**src/rtl/copro_issue_scheduler.sv**
```systemverilog
// Issue/retire controller for the CV-X-IF example coprocessor: forwards the predecoder
// verdict as the issue response and retires accepted instructions in order.
module copro_issue_scheduler #(
  parameter int unsigned Depth    = 4,
  parameter int unsigned IdWidth  = 4,
  parameter int unsigned LatWidth = 3
) (
  input  logic                clk_i,
  input  logic                rst_i,
  input  logic                issue_valid_i,
  output logic                issue_ready_o,
  input  logic [31:0]         issue_instr_i,
  input  logic [IdWidth-1:0]  issue_id_i,
  input  logic                dec_accept_i,
  input  logic                dec_writeback_i,
  input  logic [LatWidth-1:0] dec_latency_i,
  output logic                issue_accept_o,
  output logic                issue_writeback_o,
  input  logic                commit_valid_i,
  input  logic [IdWidth-1:0]  commit_id_i,
  input  logic                commit_kill_i,
  output logic                result_valid_o,
  input  logic                result_ready_i,
  output logic [IdWidth-1:0]  result_id_o,
  output logic [4:0]          result_rd_o,
  output logic                result_we_o,
  output logic                busy_o
);
  localparam int unsigned PtrW = $clog2(Depth);
  localparam int unsigned OccW = PtrW + 1;
  localparam logic [OccW-1:0] FullOcc = OccW'(Depth);

  logic [Depth-1:0]    vld_q, vld_d, we_q, we_d, com_q, com_d, kil_q, kil_d;
  logic [IdWidth-1:0]  id_q [Depth];
  logic [IdWidth-1:0]  id_d [Depth];
  logic [4:0]          rdst_q [Depth];
  logic [4:0]          rdst_d [Depth];
  logic [LatWidth-1:0] cnt_q [Depth];
  logic [LatWidth-1:0] cnt_d [Depth];
  logic [PtrW-1:0]     head_q, head_d, tail_q, tail_d;
  logic [OccW-1:0]     occ_q, occ_d;
  logic                push, pop, full, head_done, res_vld, dup_id;
  logic                unused_instr;

  assign unused_instr = ^{issue_instr_i[31:12], issue_instr_i[6:0]};

  assign full              = (occ_q == FullOcc);
  assign issue_ready_o     = !full;
  assign issue_accept_o    = issue_valid_i & dec_accept_i;
  assign issue_writeback_o = issue_accept_o & dec_writeback_i;
  assign push              = issue_accept_o & issue_ready_o;

  // Retirement looks only at the registered head entry, so result_valid_o never depends on result_ready_i.
  assign head_done = vld_q[head_q] & com_q[head_q] & (cnt_q[head_q] == '0);
  assign res_vld   = head_done & !kil_q[head_q] & we_q[head_q];
  assign pop       = vld_q[head_q] & (kil_q[head_q] | (head_done & (!we_q[head_q] | result_ready_i)));

  assign result_valid_o = res_vld;
  assign result_we_o    = res_vld;
  assign result_id_o    = res_vld ? id_q[head_q] : '0;
  assign result_rd_o    = res_vld ? rdst_q[head_q] : '0;
  assign busy_o         = (occ_q != '0);

  always_comb begin
    vld_d  = vld_q;
    we_d   = we_q;
    com_d  = com_q;
    kil_d  = kil_q;
    id_d   = id_q;
    rdst_d = rdst_q;
    cnt_d  = cnt_q;
    for (int i = 0; i < Depth; i++) begin
      if (vld_q[i] && (cnt_q[i] != '0)) cnt_d[i] = cnt_q[i] - LatWidth'(1);
      if (vld_q[i] && commit_valid_i && (id_q[i] == commit_id_i)) begin
        if (commit_kill_i) kil_d[i] = 1'b1;
        else               com_d[i] = 1'b1;
      end
    end
    if (pop) vld_d[head_q] = 1'b0;
    // A commit/kill that arrives with its own issue is folded into the new entry.
    if (push) begin
      vld_d[tail_q]  = 1'b1;
      id_d[tail_q]   = issue_id_i;
      rdst_d[tail_q] = issue_instr_i[11:7];
      we_d[tail_q]   = dec_writeback_i;
      cnt_d[tail_q]  = dec_latency_i;
      com_d[tail_q]  = commit_valid_i & !commit_kill_i & (commit_id_i == issue_id_i);
      kil_d[tail_q]  = commit_valid_i & commit_kill_i & (commit_id_i == issue_id_i);
    end
    head_d = head_q + PtrW'(pop);
    tail_d = tail_q + PtrW'(push);
    occ_d  = occ_q + OccW'(push) - OccW'(pop);
  end

  always_ff @(posedge clk_i) begin
    if (rst_i) begin
      vld_q  <= '0;
      we_q   <= '0;
      com_q  <= '0;
      kil_q  <= '0;
      head_q <= '0;
      tail_q <= '0;
      occ_q  <= '0;
      for (int i = 0; i < Depth; i++) begin
        id_q[i]   <= '0;
        rdst_q[i] <= '0;
        cnt_q[i]  <= '0;
      end
    end else begin
      vld_q  <= vld_d;
      we_q   <= we_d;
      com_q  <= com_d;
      kil_q  <= kil_d;
      head_q <= head_d;
      tail_q <= tail_d;
      occ_q  <= occ_d;
      id_q   <= id_d;
      rdst_q <= rdst_d;
      cnt_q  <= cnt_d;
    end
  end

  always_comb begin
    dup_id = 1'b0;
    for (int i = 0; i < Depth; i++)
      for (int j = i + 1; j < Depth; j++)
        if (vld_q[i] && vld_q[j] && (id_q[i] == id_q[j])) dup_id = 1'b1;
  end

  // Duplicate in-flight ids make commit/kill ambiguous; flagged but not fatal.
  assert property (@(posedge clk_i) disable iff (rst_i) !dup_id)
    else $warning("copro_issue_scheduler: two in-flight entries share an id");

endmodule
```
**config.mk**
```make
export PLATFORM = sky130hd
export DESIGN_NAME = copro_issue_scheduler
export DESIGN_NICKNAME = d
export VERILOG_FILES = /design/src/rtl/copro_issue_scheduler.sv
export SDC_FILE = /design/constraint.sdc
export NUM_CORES = 1
export LEC_CHECK = 0
export ABC_AREA = 1
export CAP_MARGIN = 20
export CELL_PAD_IN_SITES_DETAIL_PLACEMENT = 0
export CELL_PAD_IN_SITES_GLOBAL_PLACEMENT = 2
export CORE_MARGIN = 3
export CORE_UTILIZATION = 35
export CTS_BUF_LIST = sky130_fd_sc_hd__clkbuf_16
export CTS_CLUSTER_DIAMETER = 100
export DETAILED_ROUTE_END_ITERATION = 7
export DONT_BUFFER_PORTS = 1
export PLACE_DENSITY_LB_ADDON = 0.1
export SLEW_MARGIN = 20
export SYNTH_ARGS = -nofsm -noshare
export SYNTH_HDL_FRONTEND = slang
export SYNTH_SLANG_ARGS = --single-unit
```
**constraint.sdc**
```tcl
create_clock -name clk_i -period 2.8 [get_ports clk_i]
set_input_delay 0.42 -clock clk_i [delete_from_list [all_inputs] [get_ports clk_i]]
set_output_delay 0.42 -clock clk_i [all_outputs]
set_load 0.005 [all_outputs]
```
==> summary.md, run 1 <==
| Metric | Value |
|---|---|
| Status | `completed` |
| Slowest CP cell | `dfxtp_1` |
| Crit share post-route | `89.6%` |
| Most frequent cells after synthesis | `154 x nand2_1, 71 x dfxtp_1, 71 x inv_1` |
| Slew headroom | `61.6%` |
| Maximum clock frequency | `0.399 GHz` |
| Ys Warns | `0` |
| EDFF count, synth | `0` |
| DIE AREA | `0.0124 mm2` |
| Share of cells above drive strength 1 | `8.81%` |
| Area leader, netlist | `dfxtp_1` |
| Post-synth ARST share | `0%` |
| Library cells used by synthesis | `41` |
| Core area | `0.0106 mm2` |
| Final TNS setup | `0 ns` |
| Fin area | `0.00429 mm2` |
| CTS tree | `built` |
| Post-Syn Nets | `621` |
| CTS Buffer Depth | `2` |
| Psw | `685 uW` |
| Vias in the first global route | `3235` |
| Dpl ws | `0.318 ns` |
| Final Slew Violations | `0` |
| Die Y | `111 um` |
| CTS Buf Count | `9` |
| Sequential area share after synthesis | `36.7%` |
| Initial Util | `36.7%` |
| Vias per cell | `4.93` |
| Cell family contributing the most delay on the critical path | `simple AND/OR/NAND/NOR gates` |
| HP Class | `primary input to flip-flop` |
| Wire per inst | `15.9 um` |
| Kind of critical path | `flip-flop to output port` |
| Rows | `37` |
| Worst setup EP type | `output port` |
| WL final | `11000 um` |
| Initial DRC Count | `236` |
| Total grt overflow | `0` |
| Clock sinks | `71` |
| CTS root buffer | `clkbuf_16` |
| DP Area | `0.00395 mm2` |
| Hold Buf Count CTS | `0` |
| Setup Viol. Count Final | `0` |
| RSZ-0062 raised after global routing | `no` |
| Comb pwr share | `11.7%` |
| DRC | `0` |
| Gr usage total | `18.6%` |
| Final net count | `615` |
| Detailed placer's ending HPWL | `7550 um` |
| Clock power frac | `48.2%` |
| Post CTS Setup Buffer Count | `0` |
| Cells after Synth | `557` |
| Slowest cell delay on critical path | `0.43 ns` |
| Hold Fails Final Rpt | `0` |
| WP buf/inv | `1` |
| P per Cell Area | `636 mW/mm2` |
| Final ANT Viol Nets | `0` |
| Port-buffer cells | `0` |
| CTS H-tree lvls | `3` |
| Cell Chain, Critical Path | `nor2_1 > nand2_1 > nand2_1 > nor2_1 > nor2_2 > buf_4 > nand4_4 > a31oi_1` |
| Routability cong. | `0.771` |
| Clk_lat worst skew | `0.34 ns` |
| Post-route setup slack | `0.291 ns` |
| Max Cap Violations | `0` |
| Internal power | `2.04 mW` |
| Antenna violations before repair | `0` |
| Setup Skew | `0.00880 ns` |
| Synth-to-layout area growth | `10.8%` |
| IO Pins | `66` |
| CP arrival | `2.09 ns` |
| Top-count cell post-synth | `nand2_1` |
| Switch share | `25.1%` |
| VDD IR max | `0.000307 V` |
| Synth area leaders | `dfxtp_1 37%, nand2_1 15%, a21oi_1 7.9%, inv_1 6.9%, o21ai_0 5.0%` |
| Total power | `2.73 mW` |
| Critical Path RT | `2.38 ns` |
| Mapped Area | `0.00387 mm2` |
| Detailed Routing Iterations Pass 1 | `4` |
| Via count | `3415` |
| Worst slew pin tran | `0.576 ns` |
| Sequential Power Share | `40.1%` |
| Die W | `111 um` |
| Largest net degree at the start of global routing | `33` |
| Flip-flop and latch count after synthesis | `71` |
| Synth Area per Inst | `6.95 um2` |
| Crit Path Max Fanout | `11` |
| Leakage dissipation | `1.79 nW` |
| Clock slew seen by the registers of the worst setup and hold paths | `0.06 ns` |
| CP Launch Type | `flip-flop` |
| Post-layout util | `40.6%` |
| First-pass GRT wire length | `17700 um` |
| Top FF cell, synth | `dfxtp_1` |
| Internal reg-to-reg setup slack | `0.34 ns` |
| Cts repair resizes | `0` |
| N_diodes | `0` |
| Minimum clock period | `2.51 ns` |
| Yosys top cell area share | `36.7%` |
==> sequential cells by signal (all words and copies together) (netlist names) <==
register / count
tail_q: 2
we_q: 4
rdst_q: 20
com_q: 4
kil_q: 4
id_q: 16
occ_q: 3
vld_q: 4
head_q: 2
cnt_q: 12
==> worst paths after layout <==
check	start	to	cells past startpoint
min	rst_i	rdst_q[12]	1
max reg2reg	head_q[1]	occ_q[2]	14
max	head_q[1]	result_rd_o[2]	8
min reg2reg	rdst_q[19]	rdst_q[19]	2
==> power groups by stage <==
stage	sequential [mW]	combinational (mW)	clock [mW]
after floorplan	1.11	0.264	0
after global placement	1.12	0.316	0
after detailed placement	1.12	0.322	0
after CTS	1.09	0.324	1.34
after global routing	1.10	0.369	1.39
final	1.09	0.319	1.31
==> metal layers <==
layer	wire, um	part of all wire [%]	vias to the layer above	track usage, %
li1	-	-	1772	-
met4	188	1.7	0	7.06
met5	0	0	-	0
met3	638	5.8	15	3.60
met1	5120	47	1546	25.9
met2	5030	46	82	28.4
==> worst register-to-register path, stage by stage, from the launching register on <==
cell and delay (ns):
dfxtp_1 0.56, nor2_1 0.17, nand2_1 0.09, nand2_1 0.05, nor2_1 0.13, nor2_2 0.07, nand2_2 0.08, a21oi_1 0.09
ha_1 0.28, inv_1 0.04, ha_1 0.18, fa_1 0.36, inv_1 0.07, o21ai_0 0.08, a21oi_1 0.14
==> cells in the final DEF, fill, tap and decap left out, drive strengths merged, types with 2 or more instances in the layout <==
cell    Yosys  layout
nand2     161     161
inv        78      78
dfxtp      71      71
a21oi      61      61
o21ai      40      40
nor2       36      36
nand3      17      17
ha         12      12
buf        19      10
a22oi       9       9
a31oi       9       9
xor2        9       9
clkbuf      8       9
clkinv      1       5
o22ai       4       4
nand4       4       4
or2         4       4
xnor2       3       3
nor3        3       3
bufinv      0       3
nor4        2       2
==> area by class of cell <==
cell class                 instances  area [um2]
multi-input combinational        380        1970
clock buffer                       9         225
sequential                        71        1420
timing repair buffer              10        87.6
inverter                          79         305
tap                              136         170
fill                            1137        6270
clock inverter                     7         111
==> kinds of logic after synthesis <==
group	Yosys count	share of synthesized area, %
AND/OR/NAND/NOR	229	26.1
AO/OA/AOI/OAI	126	17.6
buffers and inverters	106	12.5
flip-flops	71	36.7
adder cells (fa/ha/maj)	13	4.40
XOR/XNOR	12	2.72
==> per-stage QoR <==
stage                     std cells  hold slack (ns)
after detailed placement        676            0.452
after global placement          676            0.447
after global routing            692            0.130
after floorplan                 557            0.439
after CTS                       692            0.127
final                           692            0.143
(Power assumes the default switching activity.)
==> run 2: changes to the inputs <==
--- a/config.mk
+++ b/config.mk
@@ -9,6 +9,7 @@
 export CAP_MARGIN = 20
 export CELL_PAD_IN_SITES_DETAIL_PLACEMENT = 0
 export CELL_PAD_IN_SITES_GLOBAL_PLACEMENT = 2
+export CORE_ASPECT_RATIO = 0.9
 export CORE_MARGIN = 3
 export CORE_UTILIZATION = 35
 export CTS_BUF_LIST = sky130_fd_sc_hd__clkbuf_16
==> constraint.sdc (replaced) <==
create_clock -name clk_i -period 2.8 [get_ports clk_i]
set_input_delay 0.42 -clock clk_i [delete_from_list [all_inputs] [get_ports clk_i]]
set_output_delay 0.42 -clock clk_i [all_outputs]
set_load 0.1 [all_outputs]
==> run 2 against run 1 <==
  * Sequential power hardly changed
  * Register-to-register slack barely moved
  * Sequential cell count is the same
  * Critical path type unchanged
  * Largest cell class unchanged
==> summary.md, run 2 (same netlist as run 1, synthesis figures left out) <==
| Metric | Value |
|---|---|
| Detailed placer's ending HPWL | `7470 um (-0.93%)` |
| Hold Buf Count CTS | `0 (unchanged)` |
| Routability cong. | `0.819 (+6.1%)` |
| Max reg flops | `20 (unchanged)` |
| CTS Buf Count | `9 (unchanged)` |
| DIE AREA | `0.0124 mm2 (about the same)` |
| P per Cell Area | `576 mW/mm2 (-9.4%)` |
| FF/Latch Area | `0.00142 mm2 (unchanged)` |
| Total grt overflow | `0 (unchanged)` |
| Die W | `117 um (+5.1%)` |
| Wire per inst | `15.6 um (-1.7%)` |
| Kind of critical path | `flip-flop to output port` |
| First-pass GRT wire length | `17600 um (-0.70%)` |
| Commonest non-fill, non-tap cell in the layout | `nand2_1` |
| Vias in the first global route | `3287 (+1.6%)` |
| Minimum clock period | `2.57 ns (+0.0647 ns)` |
| Final Slew Violations | `0 (unchanged)` |
| Critical Path RT | `2.38 ns (about the same)` |
| Detailed Routing Iterations Pass 1 | `5 (+1)` |
| CTS root buffer | `clkbuf_16` |
| Final net count | `630 (+2.4%)` |
| Initial DRC Count | `210 (-11%)` |
| Top Usage Layer GRT | `met2` |
| Worst slew pin tran | `0.906 ns (+0.330 ns)` |
| Crit Path Max Fanout | `10 (-1)` |
| Max Cap Violations | `0 (unchanged)` |
| N_diodes | `0 (unchanged)` |
| Grt met2 use | `28.1% (-0.25 points)` |
| Final ANT Viol Nets | `0 (unchanged)` |
| Area of the multi-input gates | `0.00204 mm2 (+3.6%)` |
| Status | `completed` |
| Biggest register | `rdst_q` |
| DP Area | `0.00422 mm2 (+6.8%)` |
| Fillers | `1100 (-3.3%)` |
| Clock sinks | `71 (unchanged)` |
| CP Launch Type | `flip-flop` |
| Setup Skew | `0.00559 ns (-0.00320 ns)` |
| Post-layout util | `43.2% (+2.6 points)` |
| Grt met1 use | `26.6% (+0.67 points)` |
| Gr usage total | `18.4% (-0.19 points)` |
| Met3 Usage GRT | `3.73% (+0.13 points)` |
| Hold Fails Final Rpt | `0 (unchanged)` |
| CTS tree | `built` |
| Setup Viol. Count Final | `0 (unchanged)` |
| Clock slew seen by the registers of the worst setup and hold paths | `0.06 ns (about the same)` |
| Biggest regs | `rdst_q x20, id_q x16, cnt_q x12` |
| Total power | `2.61 mW (-4.1%)` |
| Clk_lat worst skew | `0.33 ns (about the same)` |
| Maximum clock frequency | `0.389 GHz (-2.5%)` |
| IO Pins | `66 (unchanged)` |
| Core area | `0.0105 mm2 (-0.43%)` |
| Antenna violations before repair | `0 (unchanged)` |
| Commonest cells after routing, fill and taps aside | `154 x nand2_1, 71 x dfxtp_1, 69 x inv_1` |
| Die Y | `106 um (-4.9%)` |
| Leakage dissipation | `1.86 nW (+4.3%)` |
| Rows | `35 (-5.4%)` |
| Initial Util | `36.8% (+0.16 points)` |
| Vias per cell | `4.95 (+0.39%)` |
| Worst setup EP type | `output port` |
| Share of cells above drive strength 1 | `13.5% (+4.7 points)` |
| Via count | `3463 (+1.4%)` |
| Largest net degree at the start of global routing | `33 (unchanged)` |
| Synth-to-layout area growth | `17.2%` |
| HP Class | `primary input to flip-flop` |
| CP arrival | `2.15 ns (+0.06 ns)` |
| DRC | `0 (unchanged)` |
| WL final | `10900 um (-0.74%)` |
| Crit share post-route | `91.9% (+2.3 points)` |
| CTS Buffer Depth | `2 (unchanged)` |
| Port-buffer cells | `0 (unchanged)` |
| CTS H-tree lvls | `3 (unchanged)` |
| Slew headroom | `39.5% (-22 points)` |
| RSZ-0062 raised after global routing | `no` |
| VDD IR max | `0.000384 V (+25%)` |
| Fin area | `0.00454 mm2 (+5.8%)` |
## run 2: cell types whose count changed in the layout (fill, tap and decap cells not counted), moves of 2 or more
cell	delta
inv_1	-2
a31oi_1	-9
nor2_1	-2
inv_2	+2
clkinvlp_4	+2
buf_12	+10
a31oi_2	+8
nor2_2	+2
buf_4	+5
bufinv_16	-2
## run 2: worst max-delay path: stages, from the launching register on
cell	delay, ns
dfxtp_1	0.47
buf_4	0.22
nand3_1	0.07
nand2_1	0.07
nor2_1	0.05
nor2_2	0.11
buf_4	0.13
nand4_4	0.09
buf_12	0.17
a31oi_2	0.21
buf_12	0.21
## run 2: per-stage QoR
step                worst slack (ns)  hold WS, ns  instances  setup TNS [ns]
finish                         0.226        0.151        699               0
global route                  0.0914        0.135        699               0
CTS                           0.0423        0.138        698               0
detailed placement             0.345        0.449        683               0
global placement               0.378        0.445        683               0
floorplan                     -0.169        0.439        557           -1.52
## run 2: path summary, 6_finish.rpt
check	startpoint	endpoint	slack (ns)	depth (start not counted)
worst max-delay path	head_q[0]	result_rd_o[0]	0.23	10
worst min-delay path	rst_i	tail_q[0]	0.15	1
worst max register to register	head_q[0]	occ_q[2]	0.33	15
worst min register to register	rdst_q[4]	rdst_q[4]	0.46	2
## run 2: power breakdown
part,switching (mW),internal (mW)
Combinational,0.278,0.120
Clock,0.439,0.681
Sequential,0.0356,1.06
Total,0.753,1.86
## run 2: timing repair
| action | in CTS | in global routing |
|---|---|---|
| gates resized for setup | 0 | 3 |
| setup endpoints to repair | 0 | 9 |
| buffers inserted | 0 | 1 |
## run 2: final cells by class
class	count	area share (%)
multi-input combinational	380	44.9
sequential	71	31.3
timing repair buffer	25	7.17
inverter	79	6.73
clock buffer	9	4.96
tap	129	3.56
clock inverter	6	1.38
## run 2: metal layers
metal | wire (um) | up-vias
met5 | 0 | -
met4 | 125 | 0
met3 | 513 | 8
met2 | 4920 | 71
met1 | 5340 | 1596
li1 | - | 1788
==> run 3: changes to the inputs <==
--- a/config.mk
+++ b/config.mk
@@ -5,13 +5,12 @@
 export SDC_FILE = /design/constraint.sdc
 export NUM_CORES = 1
 export LEC_CHECK = 0
-export ABC_AREA = 1
 export CAP_MARGIN = 20
 export CELL_PAD_IN_SITES_DETAIL_PLACEMENT = 0
 export CELL_PAD_IN_SITES_GLOBAL_PLACEMENT = 2
 export CORE_ASPECT_RATIO = 0.9
 export CORE_MARGIN = 3
-export CORE_UTILIZATION = 35
+export CORE_UTILIZATION = 38
 export CTS_BUF_LIST = sky130_fd_sc_hd__clkbuf_16
 export CTS_CLUSTER_DIAMETER = 100
 export DETAILED_ROUTE_END_ITERATION = 7
==> run 3 against run 2 <==
  * Setup slack lost 0.12 ns
  * Via count shrank 16%
  * Global-route usage shrank 0.27 points
  * Combinational power shrank 41%
  * Sequential share of layout area grew 0.99 points
  * Sequential power is essentially flat
  * Fmax shrank 4.3%
  * Design area shrank 3.0%
  * Hold slack gained 0.0010 ns
  * Register-to-register slack lost 0.14 ns
  * Non-clock buffer count shrank 2
==> summary.md, run 3 <==
| Metric | Value |
|---|---|
| Status | `completed` |
| Fillers | `932 (-15%)` |
| Share of cells above drive strength 1 | `17.7% (+4.2 points)` |
| Yosys top cell area share | `38.1% (+1.3 points)` |
| Post-synth ARST share | `0% (unchanged)` |
| Top-count cell post-synth | `dfxtp_1` |
| Ys Warns | `0 (unchanged)` |
| Area of the multi-input gates | `0.00214 mm2 (+4.9%)` |
| Top FF cell, synth | `dfxtp_1` |
| Final Slew Violations | `0 (unchanged)` |
| Port-buffer cells | `0 (unchanged)` |
| CTS root buffer | `clkbuf_16` |
| CP Launch Type | `flip-flop` |
| Critical Path RT | `2.38 ns (about the same)` |
| Via count | `2908 (-16%)` |
| Commonest cells after routing, fill and taps aside | `70 x dfxtp_1, 69 x nand2_1, 38 x nor2_1, 38 x a21oi_1, 24 x inv_1` |
| Clock slew seen by the registers of the worst setup and hold paths | `0.06 ns (about the same)` |
| Clk_lat worst skew | `0.33 ns (about the same)` |
| CTS H-tree lvls | `3 (unchanged)` |
| Most frequent cells after synthesis | `71 x dfxtp_1, 69 x nand2_1, 38 x a21oi_1, 38 x nor2_1, 24 x inv_1` |
| Hold Path End | `id_q[3]` |
| Initial Util | `40.0% (+3.2 points)` |
| Hold Fails Final Rpt | `0 (unchanged)` |
| CTS Buffer Depth | `2 (unchanged)` |
| Placed cell count | `540 (-21%)` |
| Setup Skew | `0.00785 ns (+0.00225 ns)` |
| CTS Buf Count | `9 (unchanged)` |
| Slowest cell delay on critical path | `0.39 ns (-0.08 ns)` |
| Vias in the first global route | `2913 (-11%)` |
| First-pass GRT wire length | `15700 um (-11%)` |
| Rows | `33 (-5.7%)` |
| WP buf/inv | `3 (-1)` |
| Detailed placer's ending HPWL | `6430 um (-14%)` |
| VDD IR max | `0.000218 V (-43%)` |
| Worst setup EP type | `output port` |
| N_diodes | `0 (unchanged)` |
| Synth Area per Inst | `8.81 um2 (+27%)` |
| Hold Buf Count CTS | `0 (unchanged)` |
| Cell count of the worst hold path | `1 (unchanged)` |
| Sequential area share after synthesis | `38.1% (+1.3 points)` |
| EDFF count, synth | `0 (unchanged)` |
| Internal reg-to-reg setup slack | `0.19 ns (-0.14 ns)` |
| Post-Syn Nets | `488 (-21%)` |
| Crit Path Max Fanout | `12 (+2)` |
| CTS tree | `built` |
| Cells after Synth | `424 (-24%)` |
| Minimum clock period | `2.69 ns (+0.116 ns)` |
| Setup Viol. Count Final | `0 (unchanged)` |
| HP Class | `primary input to flip-flop` |
| Cell Chain, Critical Path | `buf_6 > nor2_1 > o31a_1 > nor4_4 > o2111ai_2 > buf_4 > nor2b_2 > buf_12` |
| Crit share post-route | `96.1% (+4.2 points)` |
| Biggest regs | `rdst_q x20, id_q x16, cnt_q x12` |
| Area leader, netlist | `dfxtp_1` |
| WL final | `9560 um (-12%)` |
| Core area | `0.00933 mm2 (-11%)` |
| Biggest register | `rdst_q` |
| Fin cells | `556 (-20%)` |
| Library cells used by synthesis | `51 (+24%)` |
| Max reg flops | `20 (unchanged)` |
| Register-to-Register Path Depth | `10 (-5)` |
| Synth area leaders | `dfxtp_1 38%, nand2_1 6.9%, mux4_2 6.6%, xnor2_1 5.2%, a21oi_1 5.1%` |
| Detailed Routing Iterations Pass 1 | `4 (-1)` |
| RSZ-0062 raised after global routing | `no` |
| Final net count | `493 (-22%)` |
| Post CTS Setup Buffer Count | `0 (unchanged)` |
| Fin area | `0.00440 mm2 (-3.0%)` |
| DP Area | `0.00408 mm2 (-3.2%)` |
| Die W | `111 um (-5.4%)` |
| Maximum clock frequency | `0.372 GHz (-4.3%)` |
| DRC | `0 (unchanged)` |
| CP arrival | `2.27 ns (+0.12 ns)` |
| Flip-flop and latch count after synthesis | `71 (unchanged)` |
| Slowest CP cell | `dfxtp_1` |
| Antenna violations before repair | `0 (unchanged)` |
| Kind of critical path | `flip-flop to output port` |
| FF/Latch Area | `0.00142 mm2 (about the same)` |
| Synth-to-layout area growth | `17.9%` |
| Initial DRC Count | `147 (-30%)` |
| RR Startpoint | `head_q[1]` |
| Vias per cell | `5.23 (+5.6%)` |
| Final TNS setup | `0 ns (unchanged)` |
| Wire per inst | `17.2 um (+10%)` |
| Die Y | `100 um (-5.4%)` |
| Post-layout util | `47.2% (+4.0 points)` |
| Final ANT Viol Nets | `0 (unchanged)` |
| Clock sinks | `71 (unchanged)` |
| Commonest non-fill, non-tap cell in the layout | `dfxtp_1` |
| Slew headroom | `39.2% (-0.26 points)` |
| Leakage dissipation | `1.47 nW (-21%)` |
| Post-route setup slack | `0.110 ns (-0.116 ns)` |
| DIE AREA | `0.0111 mm2 (-11%)` |
| Mapped Area | `0.00373 mm2 (-3.5%)` |
| Cell family contributing the most delay on the critical path | `buffers and inverters` |
| Dpl ws | `0.228 ns (-0.117 ns)` |
| Largest net degree at the start of global routing | `74 (+120%)` |
| P per Cell Area | `556 mW/mm2 (-3.6%)` |
| Hold wc startpoint | `rst_i` |
| Total grt overflow | `0 (unchanged)` |
| Gr usage total | `18.1% (-0.27 points)` |
| FF-to-FF End | `occ_q[1]` |
| Max Cap Violations | `0 (unchanged)` |
| Cts repair resizes | `1 (+1)` |
| Routability cong. | `0.769 (-6.1%)` |
| Worst slew pin tran | `0.914 ns (+0.00800 ns)` |
| IO Pins | `66 (unchanged)` |
==> run 3: worst max-delay path by stage <==
stage                           to  slack (ns)  cells past startpoint       from
floorplan           result_id_o[0]       -0.30                      6  head_q[0]
global placement          occ_q[2]        0.24                     11  head_q[1]
detailed placement        occ_q[1]        0.23                     10  head_q[1]
CTS                 result_id_o[1]       0.003                      8  head_q[0]
global route        result_id_o[1]       0.008                      8  head_q[1]
finish              result_id_o[1]        0.11                      8  head_q[1]
==> run 3: layout make-up <==
cell class	count	area share (%)
multi-input combinational	300	48.5
tap	122	3.47
clock inverter	7	1.68
sequential	71	32.3
clock buffer	9	5.12
inverter	24	2.05
timing repair buffer	23	6.85
==> run 3: kinds of logic after synthesis <==
logic type,after synthesis,share of synthesized area [%]
compound gates,71,12.6
xor+xnor,25,5.86
fa+ha+maj,13,4.56
buf+inv,53,6.47
flops,71,38.1
mux,27,11.0
simple gates,164,21.4
==> run 3: where the power goes <==
| group | internal (mW) | switching (mW) |
|---|---|---|
| clock | 0.691 | 0.451 |
| sequential | 1.04 | 0.0294 |
| combinational | 0.0930 | 0.140 |
| total | 1.83 | 0.621 |
==> run 3: routing by layer <==
| layer | part of all wire (%) | global-route usage [%] | wire (um) |
|---|---|---|---|
| met1 | 50 | 24.8 | 4740 |
| met2 | 45 | 28.5 | 4350 |
| met3 | 4.6 | 4.52 | 440 |
| met4 | 0.36 | 5.40 | 34 |
| met5 | 0 | 0 | 0 |
==> run 3: stage by stage <==
stage | total power, mW | hold WS (ns)
2_1_floorplan | 1.29 | 0.433
3_3_place_gp | 1.32 | 0.434
3_5_place_dp | 1.32 | 0.441
4_1_cts | 2.48 | 0.139
5_1_grt | 2.56 | 0.137
6_report | 2.45 | 0.152
